$ cat config.mk
export PLATFORM = sky130hd
export DESIGN_NAME = uart_tx_arbiter
export DESIGN_NICKNAME = d
export VERILOG_FILES = /design/src/rtl/uart_tx_arbiter.sv
export SDC_FILE = /design/constraint.sdc
export NUM_CORES = 1
export LEC_CHECK = 0
export ABC_AREA = 1
export CORE_MARGIN = 2
export CORE_UTILIZATION = 40
export CTS_CLUSTER_DIAMETER = 200
export DETAILED_ROUTE_END_ITERATION = 16
export PLACE_DENSITY = 0.76
export SLEW_MARGIN = 20
export SYNTH_ARGS = -nofsm -noshare
export SYNTH_HDL_FRONTEND = slang
export SYNTH_SLANG_ARGS = --single-unit
$ cat constraint.sdc
create_clock -name clk100mhz -period 1.6 [get_ports clk100mhz]
set_clock_uncertainty 0.05 [all_clocks]
set_input_delay 0.16 -clock clk100mhz [delete_from_list [all_inputs] [get_ports clk100mhz]]
set_output_delay 0.16 -clock clk100mhz [all_outputs]
set_load 0.05 [all_outputs]
$ cat src/rtl/uart_tx_arbiter.sv
// Round-robin scheduler that shares the uart_controller transmit path among NREQ byte requesters.
// Optional launch timeout is enabled by defining UART_ARB_TIMEOUT_EN.
module uart_tx_arbiter #(
  parameter int NREQ          = 4,
  parameter int IDW           = 2,
  parameter int DW            = 8,
  parameter int START_TIMEOUT = 16
) (
  input  logic                 clk100mhz,
  input  logic                 cpu_reset,
  input  logic [NREQ-1:0]      req,
  input  logic [NREQ*DW-1:0]   req_data,
  output logic [NREQ-1:0]      ack,
  output logic                 send_sig,
  output logic [DW-1:0]        send_data,
  input  logic                 busy_sending,
  output logic [IDW-1:0]       grant_id,
  output logic                 arb_busy,
  output logic                 timeout_err
);

  typedef enum logic [1:0] {S_IDLE, S_LAUNCH, S_WAIT_BUSY, S_WAIT_DONE} state_t;

  if ((2**IDW) < NREQ || START_TIMEOUT < 2) begin : g_bad_params
    $error("uart_tx_arbiter: IDW too narrow for NREQ or START_TIMEOUT < 2");
  end

  state_t            r_state;
  logic [IDW-1:0]    r_last;
  logic [IDW-1:0]    r_grant;
  logic [DW-1:0]     r_data;
  logic              r_send;
  logic [NREQ-1:0]   r_ack;

  logic [DW-1:0]     w_bytes [NREQ];
  logic              w_found;
  logic [IDW-1:0]    w_win;
  logic [IDW-1:0]    w_cand;

  for (genvar g = 0; g < NREQ; g++) begin : g_unpack
    assign w_bytes[g] = req_data[g*DW +: DW];
  end

  // Search starts just past the last winner so a held request waits at most NREQ-1 frames.
  always_comb begin
    w_found = 1'b0;
    w_win   = '0;
    w_cand  = '0;
    for (int k = 1; k <= NREQ; k++) begin
      w_cand = IDW'((int'(r_last) + k) % NREQ);
      if (!w_found && req[w_cand]) begin
        w_found = 1'b1;
        w_win   = w_cand;
      end
    end
  end

`ifdef UART_ARB_TIMEOUT_EN
  localparam int CW = $clog2(START_TIMEOUT + 1);
  logic [CW-1:0] r_tcnt;
  logic          r_terr;
  assign timeout_err = r_terr;
`else
  assign timeout_err = 1'b0;
`endif

  always_ff @(posedge clk100mhz) begin
    if (cpu_reset) begin
      r_state <= S_IDLE;
      r_last  <= IDW'(NREQ - 1);
      r_grant <= '0;
      r_data  <= '0;
      r_send  <= 1'b0;
      r_ack   <= '0;
`ifdef UART_ARB_TIMEOUT_EN
      r_tcnt  <= '0;
      r_terr  <= 1'b0;
`endif
    end else begin
      r_send <= 1'b0;
      r_ack  <= '0;
`ifdef UART_ARB_TIMEOUT_EN
      r_terr <= 1'b0;
`endif
      case (r_state)
        S_IDLE: begin
          if (!busy_sending && w_found) begin
            r_data  <= w_bytes[w_win];
            r_grant <= w_win;
            r_last  <= w_win;
            r_send  <= 1'b1;
            r_ack   <= NREQ'(1) << w_win;
            r_state <= S_LAUNCH;
          end
        end
        S_LAUNCH: begin
          r_state <= S_WAIT_BUSY;
`ifdef UART_ARB_TIMEOUT_EN
          r_tcnt  <= '0;
`endif
        end
        S_WAIT_BUSY: begin
          if (busy_sending) begin
            r_state <= S_WAIT_DONE;
          end
`ifdef UART_ARB_TIMEOUT_EN
          // LAUNCH cycle plus START_TIMEOUT-1 waiting cycles; pulse lands START_TIMEOUT after send_sig.
          else if (r_tcnt == CW'(START_TIMEOUT - 2)) begin
            r_state <= S_IDLE;
            r_terr  <= 1'b1;
          end else begin
            r_tcnt <= r_tcnt + 1'b1;
          end
`endif
        end
        S_WAIT_DONE: begin
          if (!busy_sending) r_state <= S_IDLE;
        end
        default: r_state <= S_IDLE;
      endcase
    end
  end

  assign send_sig  = r_send;
  assign ack       = r_ack;
  assign send_data = r_data;
  assign grant_id  = r_grant;
  assign arb_busy  = (r_state != S_IDLE);

endmodule
== Word level (Yosys, flattened, before mapping) ==
Cells that the tools add are included.

* Input port bits: 39
* Output and inout port bits: 17
* Word-level logic and storage cells: 63
* Register bits: 19

* Shift-type cells: 1
* Bitwise gates (word level): 3
* Eq/ne operators: 6
* Magnitude comparators: 5
* Reduce and logical (&&, ||, !) cells: 14
* Mux-type cells: 24
* Add/sub/neg operators: 4

{| class="wikitable"
|+ Operators by type and width
! cell !! count
|-
| 8-bit binary-select mux with 2-bit select || 1
|-
| 8-bit two-way mux || 2
|-
| 2-bit two-way mux || 7
|-
| 2-bit by 3-bit less-than comparator with 1-bit output, second input constant || 4
|-
| 1-bit two-way mux || 9
|-
| 1-bit binary-select mux with 2-bit select || 4
|-
| 2-bit case mux with 4 select lines || 1
|-
| 2-bit inequality test, second input constant || 3
|-
| 2-bit by 1-bit adder with 2-bit output, second input constant || 2
|-
| 2-bit adder, second input constant || 2
|-
| 2-bit == test, second input constant || 2
|-
| 1-bit logical AND || 4
|-
| 1-bit logical NOT || 4
|-
| 1-bit by 2-bit << shifter with 4-bit output, first input constant || 1
|-
| 3-bit >= comparator, second input constant || 1
|-
| 2-bit inverter with 3-bit output || 1
|-
| 3-bit AND reduction || 1
|-
| 3-bit OR reduction || 1
|-
| 2-bit by 1-bit == test with 1-bit output, second input constant || 1
|-
| 2-bit logical NOT || 1
|-
| 1-bit inverter || 2
|-
| 2-bit AND reduction || 1
|-
| 2-bit nonzero test || 1
|-
| 2-bit OR reduction || 1
|}

== Longest topological paths before layout ==
Gate-level depths: netlist (run 1).

* Depth after elaboration: 17
* Gate-level depth with buffers: 16
* Gate-level depth less buffers: 15

== Least setup slack after synthesis (run 1) ==
No wires, ideal clock.

* Path type: reg-to-reg
* Start point: register r_last[0]
* End point: register r_data[3], in the netlist send_data[3]
* Arrival time: 1547 ps
* Required time: 1436 ps
* Path slack: -112 ps
* Path buffers: 2
* Stages on the path, launching flop included: 15
* Period minus slack after synthesis: 1712 ps
* Setup time: 114 ps
* Cell sequence: dfxtp_1 buf_6 inv_6 nand2_1 nand2_4 nand2_4 nand2_4 nor2_8 nand3_4 nand3_4 inv_4 buf_8 o21a_1 nand2_1 nor2_2

* Longest elaborated chain between the ends: 17
* Elaborated cells between the ends (all ways): 32
* Those cells by class: add/sub: 4; mux: 19; bitwise: 1; reduce/logical: 8

{| class="wikitable"
|+ RTL lines
! item !! line !! source
|-
| start, declared || 29 || <nowiki>logic [IDW-1:0] r_last;</nowiki>
|-
| start signal, assigned || 70 || <nowiki>r_last <= IDW'(NREQ - 1);</nowiki>
|-
| start signal, assigned || 90 || <nowiki>r_last <= w_win;</nowiki>
|-
| 2-bit by 1-bit adder with 2-bit output || 50 || <nowiki>w_cand = IDW'((int'(r_last) + k) % NREQ);</nowiki>
|-
| 1-bit binary-select mux with 2-bit select || 51 || <nowiki>if (!w_found && req[w_cand]) begin</nowiki>
|-
| 1-bit two-way mux (not written as such) || 51 ||
|-
| 1-bit two-way mux || 51 ||
|-
| 1-bit logical NOT || 51 ||
|-
| 1-bit logical AND || 51 ||
|-
| 1-bit two-way mux || 51 ||
|-
| 1-bit logical NOT || 51 ||
|-
| 1-bit logical AND || 51 ||
|-
| 1-bit two-way mux || 51 ||
|-
| 1-bit logical NOT || 51 ||
|-
| 1-bit logical AND || 51 ||
|-
| 2-bit two-way mux || 51 ||
|-
| 2-bit inverter with 3-bit output (not written as such) || 88 || <nowiki>r_data <= w_bytes[w_win];</nowiki>
|-
| 8-bit binary-select mux with 2-bit select || 88 ||
|-
| 8-bit two-way mux (not written as such) (2 in series) || 88 ||
|-
| end signal, assigned || 88 ||
|-
| end, declared || 31 || <nowiki>logic [DW-1:0] r_data;</nowiki>
|}

Parallel ways exist; a longest one is shown, timed or not. The select of a mux whose other input is x is not followed.
A chain may end at the register's enable or synchronous reset.

== Worst setup path in the final report (run 1) ==
* Start point: register r_last[0]
* End point: register r_data[1], in the netlist send_data[1]

Same word-level chain as after synthesis.

==> results of run 1 <==
worst max-delay path: cells and delay by family, from the launching register on:
kind,cells,cell delay (ns)
AND/OR/NAND/NOR,11,1.12
buffers and inverters,2,0.23
flip-flops,1,0.38
cell families after synthesis:
| logic type | after synthesis | synth area share (%) |
|---|---|---|
| AND/OR/NAND/NOR | 133 | 50.98 |
| buffers and inverters | 40 | 13.60 |
| flip-flops | 19 | 24.76 |
| AO/OA/AOI/OAI | 15 | 6.514 |
| adder cells (fa/ha/maj) | 4 | 3.257 |
| multiplexers | 1 | 0.6515 |
| other | 1 | 0.2441 |
registers in the layout, indices dropped and copies added (netlist names):
signal	cells
ack	4
r_state	2
send_sig	1
r_last	2
grant_id	2
send_data	8
cell usage in the layout, fill, tap and decap left out, types with 2 or more instances in the layout:
cell type        count
nand2_1             39
clkdlybuf4s50_1     38
buf_4               31
inv_1               28
nand2_2             19
nand2_4             19
nand3_1             17
dfxtp_1             17
nor2_2              13
o21a_1               8
buf_12               5
inv_4                4
nand3_4              4
nor2_1               4
nand4_1              4
nor3b_2              4
ha_1                 4
buf_6                4
nand3_2              3
clkbuf_8             3
o21ai_1              2
nor2_4               2
nor3b_4              2
a21oi_1              2
nor3_1               2
clkbuf_16            2
dfxtp_4              2
per-layer routing:
layer  track usage (%)  wire length (um)
met4             3.061                13
met2             28.41              2152
met5                 0                 0
met1             21.75              1800
met3             4.259               201
layout make-up:
| class | instances | share of cell area (%) |
|---|---|---|
| inverters | 34 | 5.700 |
| well taps | 48 | 2.359 |
| repair buffers | 80 | 31.74 |
| clock inverters | 1 | 0.1966 |
| clock buffers | 3 | 1.622 |
| multi-input cells | 154 | 43.14 |
| flip-flops and latches | 19 | 15.23 |
path summary, 6_finish.rpt:
path         slack, ns                startpoint                        end  depth (start not counted)
max              -0.30    r_last[0]$_SDFFE_PP1P_  send_data[1]$_SDFFE_PP0P_                         13
min               0.46  grant_id[0]$_SDFFE_PP0P_   grant_id[0]$_SDFFE_PP0P_                          2
max reg2reg      -0.30    r_last[0]$_SDFFE_PP1P_  send_data[1]$_SDFFE_PP0P_                         13
min reg2reg       0.46  grant_id[0]$_SDFFE_PP0P_   grant_id[0]$_SDFFE_PP0P_                          2
report_power, final:
group / internal [W] / total (W) / switching [W]
combinational: 0.00231 / 0.00524 / 0.00294
clock: 0.000173 / 0.000342 / 0.000169
sequential: 0.000679 / 0.000836 / 0.000157
total: 0.00316 / 0.00642 / 0.00326
timing repair:
action | in CTS | in global routing
cloned | 0 | 2
resized for setup | 3 | 42
buffers inserted | 0 | 4
pin swaps | 0 | 16
endpoints found under the setup margin | 18 | 19
per-stage QoR:
step | instance area, sq um | total power, W | std cells | worst slack (ns) | setup TNS (ns)
6_report | 2546 | 0.006420 | 339 | -0.2985 | -3.188
5_1_grt | 2546 | 0.006836 | 339 | -0.3882 | -4.873
4_1_cts | 2303 | 0.005435 | 333 | -0.1771 | -1.720
3_5_place_dp | 2247 | 0.005053 | 329 | -0.3927 | -5.688
3_3_place_gp | 2247 | 0.005027 | 329 | -0.3485 | -5.081
2_1_floorplan | 1559 | 0.003837 | 213 | -0.08600 | -0.6379
==> run_results.csv, run 1 <==
group,metric,value,unit
outcome,status,"complete, but fails checks",
outcome,failed_checks,"negative setup slack",
clock_tree,hold_buffers,0,
floorplanning,die_w,65.98,um
run,cap_violations,0,
yosys,syn_area,1536,sq um
setup_path,critPathKind,"register to register",
setup_path,critical_path_required,1.71,ns
final_layout,multiInputGateArea,1099,sq um
timing,fin_ws,-0.2985,ns
timing,period_minus_slack,1.899,ns
yosys,syn_area_per_cell,7.213,sq um
final_layout,final_net_count,335,
setup_path,critPathLaunchType,"register",
route,vias,1549,
timing,rsz0062_at_grt,"true",
setup_path,worstPathMaxFanout,6,
setup_path,worstPathCellList,"buf_6 -> nand2_2 -> nand2_4 -> nand2_4 -> nand2_4 -> nor2_8 -> nand2_1 -> nor2_1 -> inv_1 -> nand2_4 -> nand2_4 -> nor3b_2 -> nor2_2",
yosys,synth.top_cell.area_share,24.76,%
clock_tree,cts_made_buffers,3,
power_and_ir_drop,ir_worst_vdd,1.457,mV
final_layout,regArea,387.9,sq um
clock_tree,clk_latency,0.26,ns
grt,antenna_found_initial,0,
floorplanning,rows,22,
yosys,synthTopCellsByArea,"dfxtp_1 (25%), nand2_1 (13%), inv_1 (6.8%)",
yosys,synth_edf_count,0,
placed_design,dp_hpwl,2.750,mm
yosys,synthCells,213,
grt,gr-total-overflow,0,
grt,grt_max_degree,18,
placed_design,numPortBuffers,54,
route,wl_per_cell,12.29,um
clock_tree,clk_path_buf_depth,2,
final_layout,finish.utilization,69.03,%
timing,maxSlewViolCount,0,
clock_tree,cts_tree,"yes",
timing,finalSetupViolations,17,
route,post_drt_via_cell_ratio,4.569,
setup_path,worstSetupEndpointType,"register",
timing,final_hold_viol_count,0,
setup_path,crit_top_cell,"nand2_4",
final_layout,fillers,290,
route,drtIter0Drc,80,
timing,period_share,118.7,%
route,ant_nets,0,
yosys,ys.flop_type,"dfxtp_1",
floorplanning,die_y,65.98,um
setup_path,cpPeakStageDelay,0.38,ns
grt,grtUsageTotal,16.80,%
clock_tree,clkTransAtPathRegs,0.07,ns
clock_tree,h-tree-depth,1,
clock_tree,cts.sinks,19,
clock_tree,ctsRootBufferMaster,"clkbuf_8",
setup_path,critical_path_arrival,2.00,ns
setup_path,critPathSlowestCell,"dfxtp_4",
route,wl,4.167,mm
grt,grt_pass1_wl,5.713,mm
yosys,synth_nets,256,
placed_design,place.gp.congestion,0.8369,
final_layout,area_growth,65.72,%
floorplanning,start_util,41.66,%
yosys,ys_async_sr_fraction,0,%
route,drtPass1Iterations,4,
power_and_ir_drop,powerDensity,2522,nW/um^2
worst_hold_path,hold_class,"register to register",
yosys,ys_ff_latch,19,
timing,whs,0.4626,ns
floorplanning,core_area,3689,sq um
final_layout,drive_above_1_share,42.27,%
yosys,yosysMostFrequentCell,"nand2_1",
yosys,ys_seq_area_share,24.76,%
yosys,synth_cell_types,32,
yosys,synth_common_cells,"nand2_1 (54), inv_1 (28), nand3_1 (20)",
yosys,yosys_warnings,0,
floorplanning,fp.dieArea,4353,sq um
power_and_ir_drop,power_leakage,1.224,nW
final_layout,antenna_cells,0,
floorplanning,num_io_pins,56,
timing,max_clock_freq,526.7,MHz
yosys,synth_area_leader_cell,"dfxtp_1",
route,route.detailed.drc,0,
grt,grt_pass1_vias,1356,
No activity file was read; power rests on OpenSTA's default activity.
==> run 2, diff against run 1 <==
CORE_UTILIZATION = 35   (was 40)
PLACE_DENSITY = 0.68   (was 0.76)
==> run_results.csv, run 2 (synthesis results as in run 1) <==
group,metric,value,unit
outcome,status,"complete, but fails checks",
outcome,failed_checks,"negative setup slack",
route,drtIter0Drc,32,
clock_tree,h-tree-depth,1,
final_layout,final_area,2464,sq um
setup_path,critical_path_required,1.71,ns
grt,gr-total-overflow,0,
grt,grtUsageTotal,15.41,%
clock_tree,ctsRootBufferMaster,"clkbuf_8",
setup_path,critPathKind,"register to register",
timing,final_hold_viol_count,0,
floorplanning,rows,24,
clock_tree,hold_buffers,0,
grt,grt_pass1_wl,6.313,mm
placed_design,post_dp_cell_area,2262,sq um
final_layout,fillers,413,
final_layout,final_common_cell,"nand2_1",
grt,antenna_found_initial,0,
timing,rsz0062_at_grt,"true",
power_and_ir_drop,ir_worst_vdd,1.223,mV
route,vias,1525,
route,ant_nets,0,
floorplanning,fp.dieArea,4936,sq um
grt,grt_pass1_vias,1468,
timing,period_share,113.5,%
route,route.detailed.drc,0,
power_and_ir_drop,powerDensity,2365,nW/um^2
final_layout,area_growth,60.34,%
timing,whs,0.4270,ns
worst_hold_path,hold_class,"register to register",
timing,max_clock_freq,550.7,MHz
final_layout,largest_reg_flops,8,
power_and_ir_drop,power_leakage,1.191,nW
setup_path,critPathLaunchType,"register",
timing,period_minus_slack,1.816,ns
floorplanning,core_area,4294,sq um
timing,fin_ws,-0.2159,ns
clock_tree,clk_latency,0.26,ns
placed_design,place.gp.congestion,0.8229,
floorplanning,die_w,70.26,um
setup_path,critical_path_arrival,1.93,ns
power_and_ir_drop,p_total,0.005825,W
clock_tree,cts_tree,"yes",
clock_tree,cts_made_buffers,3,
route,post_drt_via_cell_ratio,4.433,
floorplanning,start_util,35.78,%
final_layout,drive_above_1_share,41.78,%
run,cap_violations,0,
setup_path,worstPathMaxFanout,5,
floorplanning,die_y,70.26,um
final_layout,regArea,385.4,sq um
floorplanning,num_io_pins,56,
timing,finalSetupViolations,19,
final_layout,final_net_count,336,
final_layout,layout_common_cells,"nand2_1 (40), clkdlybuf4s50_1 (37), buf_4 (37), inv_1 (27), nand2_2 (22)",
grt,grt_max_degree,19,
route,wl_per_cell,11.08,um
route,drtPass1Iterations,4,
timing,maxSlewViolCount,0,
final_layout,antenna_cells,0,
placed_design,dp_hpwl,2.884,mm
clock_tree,clkTransAtPathRegs,0.08,ns
clock_tree,cts.sinks,19,
placed_design,pre_cts_slack,-0.3915,ns
setup_path,worstSetupEndpointType,"register",
final_layout,multiInputGateArea,1067,sq um
clock_tree,clk_path_buf_depth,2,
route,wl,3.813,mm
timing,finalSetupTns,-2.765,ns
placed_design,numPortBuffers,54,
## run 2: cell types whose count changed in the layout (fill, tap and decap cells not counted), sizes merged
cell           delta
buf               +3
clkbuf            -2
clkdlybuf4s50     -1
clkinv            -1
clkinvlp          +1
dlymetal6s2s      +1
## run 2: final cells by class
| cell class | instances | area share (%) |
|---|---|---|
| Multi-Input combinational cell | 154 | 43.32 |
| Timing Repair Buffer | 81 | 30.62 |
| Sequential cell | 19 | 15.64 |
| Inverter | 34 | 5.790 |
| Tap cell | 52 | 2.641 |
| Clock buffer | 3 | 1.676 |
| Clock inverter | 1 | 0.3047 |
## run 2: power breakdown
part	leakage (nW)	internal [W]	switching, W
Sequential	0.156	0.000674	0.000138
Clock	0.0217	0.000176	0.000176
Combinational	1.01	0.00196	0.00270
Total	1.19	0.00281	0.00301
## run 2: worst max-delay path: stages (launching register included)
cell	delay, ns
dfxtp_4	0.41
buf_6	0.14
nand2_1	0.07
nand3_2	0.09
nand2_4	0.07
nor2_8	0.13
nand3_4	0.12
nand3_4	0.14
inv_6	0.07
buf_4	0.13
o21a_1	0.16
nand2_1	0.08
nor2_2	0.04
## run 2: worst paths after layout
path,from,end,slack [ns],cells past startpoint
setup / recovery,r_last[0]$_SDFFE_PP1P_,send_data[3]$_SDFFE_PP0P_,-0.22,12
hold / removal,grant_id[1]$_SDFFE_PP0P_,grant_id[1]$_SDFFE_PP0P_,0.43,2
setup reg to reg,r_last[0]$_SDFFE_PP1P_,send_data[3]$_SDFFE_PP0P_,-0.22,12
hold reg to reg,grant_id[1]$_SDFFE_PP0P_,grant_id[1]$_SDFFE_PP0P_,0.43,2
## run 2: stage by stage
stage / util (%) / cells
2_1_floorplan: - / 213
3_3_place_gp: 52.68 / 336
3_5_place_dp: 52.68 / 336
4_1_cts: 54.28 / 340
5_1_grt: 57.37 / 344
6_report: 57.37 / 344
## run 2: layer usage
layer  global-route usage, %  wire [um]  vias to the layer above
met3                   4.329        193                        2
met2                   27.25       1950                       30
li1                        -          -                      817
met1                   19.29       1658                      676
met5                       0          0                        -
met4                   1.282         10                        0
## run 2: what timing repair did
action / 4_1_cts / 5_1_grt
buffers inserted: 0 / 4
setup endpoints to repair: 18 / 19
gates resized for setup: 5 / 31
pin swaps: 0 / 12
==> edit: new RTL, settings of run 2 <==
Add a define of `UART_ARB_TIMEOUT_EN`.
--- a/src/rtl/uart_tx_arbiter.sv
+++ b/src/rtl/uart_tx_arbiter.sv
@@ -2,2 +2,4 @@
 // Optional launch timeout is enabled by defining UART_ARB_TIMEOUT_EN.
+`define UART_ARB_TIMEOUT_EN
+
 module uart_tx_arbiter #(
Function: no difference found for any inputs over 10 cycles, from zero or initial values and one cycle with cpu_reset high; that may be too few to reach the edited logic, so the function may still have changed.
==> edit against run 2 <==
The run still ends with setup timing left. Combinational power shrank 11%. Critical path depth grew 3. Sequential cell count grew 6. Die area grew 8.0%. Worst setup slack lost 53 ps. Core utilization grew 2.8 points. Count of clock-buffer cells in the layout is the same. Final area grew 14%. Wire length grew 32%. Synthesized area grew 8.5%. Total power shrank 5.8%. Critical endpoint is now send_data[4]$_SDFFE_PP0P_.
==> edit: results <==
set metrics [dict create \
    outcome "finished with violations" \
    violations "setup timing" \
    path_clk_slew_ps 100 \
    ir_drop_v 0.00103 \
    grt_max_degree 16 \
    synthAdderAreaFrac 0.0150 \
    setup_violations 19 \
    nets 395 \
    regArea_sq_um 509 \
    layout_setup_ws_ps -269 \
    ctsResizeCount 41 \
    netlist_area_sq_mm 0.00167 \
    wl_met2_um 2570 \
    tns_ps -3780 \
    dp_cells 386 \
    drive_gt1_frac 0.337 \
    first_iter_violations 97 \
    min_path_cells 1 \
    rr_worst_depth 15 \
    synth_cell_types 26 \
    viasPerCell 4.94 \
    finalWirelength_um 5040 \
    post-dp-hpwl_um 3370 \
    multi_input_area_sq_mm 0.00110 \
    synthTopCellsByCount "nand2_1 (77), inv_1 (45), nand3_1 (38), dfxtp_1 (25), nand4_1 (15)" \
    io_buffers 55 \
    crit_fanout 8 \
    bufAreaShareNonClock 0.312 \
    hold_slack_ps 387 \
    seq_cells 25 \
    syn_to_final_growth_pct 68.4 \
    critPathArrivalTime_ps 2000 \
    grtUsageMet2 0.339 \
    min_to "r_tcnt[0]$_SDFFE_PP0P_" \
    rr_endpoint "send_data[4]$_SDFFE_PP0P_" \
    place_congestion 0.791 \
    nNonClkInverters 52 \
    cts_setup_buffers 12 \
    post_layout_nonfiller_instances 407 \
    synth-compound-area-share 0.0458 \
    buffers_excl_clock 92 \
    synth_mux_area_frac 0 \
    syn-num-nets 306 \
    place_ws_ps -333 \
    grt_pass1_vias 1891 \
    num-multi-input-gates 180 \
    wl_met1_um 2110 \
]
==> edit: how the worst max path moves through the flow <==
stage                                 startpoint                        end  cells after the start
final                     r_last[0]$_SDFFE_PP1P_  send_data[4]$_SDFFE_PP0P_                     15
after global routing      r_last[0]$_SDFFE_PP1P_  send_data[4]$_SDFFE_PP0P_                     15
after CTS                 r_last[0]$_SDFFE_PP1P_  send_data[1]$_SDFFE_PP0P_                     15
after detailed placement                  req[2]  send_data[5]$_SDFFE_PP0P_                     14
after global placement                    req[0]  send_data[5]$_SDFFE_PP0P_                     14
after floorplan           r_last[0]$_SDFFE_PP1P_  send_data[0]$_SDFFE_PP0P_                     16
==> edit: where the power goes <==
part	switching (W)	internal, W	total (W)
Clock	0.000212	0.000177	0.000389
Combinational	0.00237	0.00180	0.00416
Sequential	0.000138	0.000797	0.000935
Total	0.00272	0.00277	0.00549
